===== src/rtl/tsm_watchdog.sv =====
// Saturating RUN-cycle counter with watchdog compare.
// Ports:
//   clk, rst  - clock, synchronous active-high reset
//   clear     - load the counter with 0 (start of a run)
//   en        - advance the counter by 1, saturating at all-ones
//   count     - current count
//   expire    - count has reached LIMIT-1 (never asserts when LIMIT is 0)
module tsm_watchdog #(
  parameter int unsigned LIMIT = 5000
) (
  input  logic        clk,
  input  logic        rst,
  input  logic        clear,
  input  logic        en,
  output logic [31:0] count,
  output logic        expire
);

  localparam logic [31:0] LAST = 32'(LIMIT - 1);

  always_ff @(posedge clk) begin
    if (rst || clear) begin
      count <= '0;
    end else if (en && count != '1) begin
      count <= count + 32'd1;
    end
  end

  assign expire = (LIMIT != 0) && (count == LAST);

endmodule


===== config.mk =====
export PLATFORM = sky130hd
export DESIGN_NAME = tsm_watchdog
export DESIGN_NICKNAME = d
export VERILOG_FILES = /design/src/rtl/tsm_watchdog.sv
export SDC_FILE = /design/constraint.sdc
export NUM_CORES = 1
export LEC_CHECK = 0
export BUFFER_PORTS_ARGS = -buffer_cell sky130_fd_sc_hd__buf_4
export CORE_MARGIN = 8
export CORE_UTILIZATION = 35
export CTS_CLUSTER_SIZE = 28
export DETAILED_ROUTE_END_ITERATION = 10
export PLACE_DENSITY = 0.65
export SETUP_SLACK_MARGIN = 0.4
export SLEW_MARGIN = 20
export SYNTH_ARGS = -nofsm -noshare
export SYNTH_HDL_FRONTEND = slang
export SYNTH_SLANG_ARGS = --single-unit

===== constraint.sdc =====
create_clock -name clk -period 4.85 [get_ports clk]
set_clock_uncertainty 0.15 [all_clocks]
set_input_delay 0 -clock clk [delete_from_list [all_inputs] [get_ports clk]]
set_output_delay 0 -clock clk [all_outputs]
set_load 0.01 [all_outputs]

### Yosys cells after proc, flatten, opt, wreduce, memory -nomap -nowiden

Index checks and enable logic that the tools add are counted.

* register bits after elaboration: 32
* word-level logic and storage cells: 6
* output and inout bits: 33
* input bits: 4

* reduce and logical (&&, ||, !) cells: 2
* add/subtract/negate cells: 1
* eq/ne operators: 2

Operator list (number)
* $add A32 B1 Y32 const B: 1
* $eq A32 B13 Y1 const B: 1
* $ne A32 B32 Y1 const B: 1
* $logic_and A1 B1 Y1: 1
* $logic_or A1 B1 Y1: 1

### Logic depth before layout (Yosys ltp)

* depth in word-level cells: 2
* mapped depth: 8
* gate-level depth less buffers: 6

### Least setup slack after synthesis

No wires, ideal clock.

* path kind: register to register
* from: register count[0]
* to: register count[30]
* required time: 4.630 ns
* cell stages (with the launch flop): 7
* path slack: 2.845 ns
* arrival: 1.784 ns
* period minus slack after synthesis: 2.005 ns
* setup time: 0.070 ns
* path buffers: 0
* cell sequence: dfxtp_1 ha_1 nand4_1 nor3_1 nand4_1 or4_1 a21oi_1

* word-level cells in the longest chain between the ends: 2
* elaborated cells between the ends (all ways): 3
* classes of those cells: add/sub (1); eq/ne (1); reduce/logical (1)

RTL lines
* start, declared: RTL line 15 `output logic [31:0] count,`
* start signal, assigned: RTL line 25 `count <= count + 32'd1;`
* parallel branches: the longest is 2 deep, another holds $add A32 B1 Y32

Several ways; the timed one is not identified.
A chain may end at the register's enable or synchronous reset.

### Worst setup path in the final report

* from: register count[5]
* to: register count[29]

Same word-level chain as after synthesis.

==> results.toml <==
[sta]
drv_slew = 0
fmax_ghz = 0.433
rsz0062_at_grt = "no"
finalCritPeriodShare_pct = 47.6
finalSetupTns_ns = 0
finalWorstSetupSlack_ns = 2.54
hold_violations = 0
max_slew_margin_pct = 56.7
worst_pin_slew_ns = 0.650
post-route-min-period_ns = 2.31
setup_viol = 0

[floorplan]
core_um2 = 4980
die_area_um2 = 7580
boundaryPins = 37
die_w_um = 87.0
start_util_pct = 35.5
fp.dieH_um = 87.0
num_rows = 26

[detailed_routing]
drtAntennaViolNets = 0
via_count = 1753
route.detailed.drc = 0
drtPass1Iterations = 5
post_drt_wl_per_cell_um = 15.4
drtIter0Drc = 134
routed_wl_um = 4860
via_per_inst = 5.55

[min_path]
hold_start = "clear"
hp-class = "in -> reg"
whs_endpoint = "count[23]"
hold_path_depth = 3

[yosys]
synth_edf_count = 0
syn_inst = 206
ys_warn_count = 0
ys_types = 41
synth_ff_type = "dfxtp_1"
ys_seq_elements = 32
syn_area_um2 = 1770
syn_avg_cell_area_um2 = 8.58
syn_nets = 212
async_reset_ff_share_pct = 0
yosysSeqAreaShare_pct = 36.3

[critical_path]
crit_family = "simple AND/OR/NAND/NOR gates"
critPathSlowestCell = "nor4_4"
r2r_slack_ns = 2.54
r2r_end = "count[29]"
path_cells = "nand3_2 > nor4_4 > nand2_2 > or4_1 > a21oi_1"
reg2reg_from = "count[5]"
cp-end-kind = "register"
cp_slowest_stage_delay_ns = 0.49
cp-start-kind = "register"
cp_max_fo = 13
reg2reg_depth = 5
critPathKind = "reg -> reg"
cp_num_buf_inv = 0
required_ns = 4.92
cp.arrival_ns = 2.38

[placed_design]
port_buffers = 36
dpl.hpwl_um = 3370
place_area_um2 = 2090
gp_congestion = 0.814
post-place-ws_ns = 2.55

[finish]
largest_reg_flops = 32
drive_above_1_share_pct = 23.2
regMostFlops = "count"
area_growth_syn_to_layout_pct = 25.0
antenna_cells = 0
finalInstanceArea_um2 = 2210
final_nets = 251
reg.largest.list = "count x32"

[cts]
cts_root_buffer = "clkbuf_8"
cts_buffers = 5
htree_levels = 2
cts.sinks = 32
cts-resized-gates = 0
insertion_delay_ns = 0.29
cts_tree = "done"
clock_path_buffers = 2
path_clk_slew_ns = 0.07
post_cts_buffers = 0
hold_buffers = 3

[power]
p_sw_mw = 0.111
clockPowerShare_pct = 43.8
intPower_mw = 0.382
power_frac_comb_pct = 2.6
leakage_nw = 0.760
power_frac_seq_pct = 53.6
power_density_nw_per_um2 = 223
vdd_drop_max_mv = 0.102
switching_share_pct = 22.5

[grt]
grt_remaining_overflow = 0
grt_pass1_vias = 1651
antenna_found_initial = 0
grt_start_max_net_pins = 32
grtUsageTotal_pct = 13.5
grt_pass1_wl_um = 8200

[run]
max-cap-violations = 0

[outcome]
outcome = "finished, final reports clean"
how the worst max path moves through the flow:
stage	startpoint	endpoint	slack, ns	depth (start not counted)
floorplan	count[0]	count[30]	2.85	6
global placement	count[0]	count[30]	2.60	6
detailed placement	count[5]	count[25]	2.55	5
CTS	count[5]	count[25]	2.53	5
global route	count[5]	count[14]	2.32	5
finish	count[5]	count[29]	2.54	5
per-layer routing:
layer	vias up	GRT usage, %	wire length (um)	share of wire (%)
li1	876	-	-	-
met1	834	16.8	2300	47
met2	36	20.7	2160	44
met3	7	3.96	279	5.7
met4	0	6.42	114	2.3
met5	-	0	0	0
cell type report:
cell class              count  area (um2)
fillers                   498        2770
multi-input cells         159        1050
flip-flops and latches     32         641
repair buffers             40         308
well taps                  70        87.6
clock buffers               6        82.6
inverters                   7        26.3
clock inverters             2        10.0
cells in the final DEF (no fill, tap or decap), types with 7 or more instances in the layout:
cell type and n:
dfxtp_1 32, a21oi_1 24, inv_1 7, nand4_1 12, or4_1 14, o31ai_1 13
nor2_1 11, nand2_1 16, buf_4 37
synthesized netlist by cell type (2+ instances only):
master     instances  area, um2
dfxtp_1           32        641
a21oi_1           24        120
nand2_1           16       60.1
or4_1             14        105
o31ai_1           13       97.6
nand4_1           12       75.1
nor2_1            11       41.3
inv_1              7       26.3
nand3_1            6       30.0
o21ai_0            6       30.0
or3_1              6       37.5
xnor2_1            6       52.6
and3_1             5       31.3
nor4_1             5       31.3
clkbuf_1           4       15.0
nor3_1             4       20.0
nor4_4             3       63.8
o21ai_1            3       15.0
a2111oi_0          2       17.5
a211oi_1           2       15.0
buf_6              2       22.5
ha_1               2       25.0
nand3_2            2       20.0
nor4b_1            2       17.5
per-stage QoR:
stage | util [%] | hold slack [ns] | power (mW) | cells
2_1_floorplan | - | 0.0328 | 0.276 | 206
5_1_grt | 44.4 | 0.332 | 0.510 | 316
3_5_place_dp | 41.9 | 0.154 | 0.281 | 305
6_report | 44.4 | 0.291 | 0.493 | 316
3_3_place_gp | 41.9 | 0.133 | 0.281 | 305
4_1_cts | 44.4 | 0.268 | 0.499 | 316
worst min-delay path, delay by kind of cell:
family | cells | cell delay [ns]
AND/OR/NAND/NOR | 1 | 0.52
AO/OA/AOI/OAI | 1 | 0.07
buffers and inverters | 1 | 0.08
cells by family after synthesis:
family	synth area share, %
AOI/OAI and AO/OA	19.1
muxes	0.567
buffers and inverters	4.11
DFF	36.3
and+or+nand+nor	35.1
adders and majority gates	1.42
xor gates and xnor gates	3.47
power groups by stage:
stage	clock network [mW]	registers (mW)	logic, mW
after floorplan	0	0.270	0.00598
after global placement	0	0.270	0.0107
after detailed placement	0	0.270	0.0107
after CTS	0.222	0.264	0.0125
after global routing	0.232	0.264	0.0141
final	0.216	0.264	0.0127
Power figures use the tool's default switching activity.
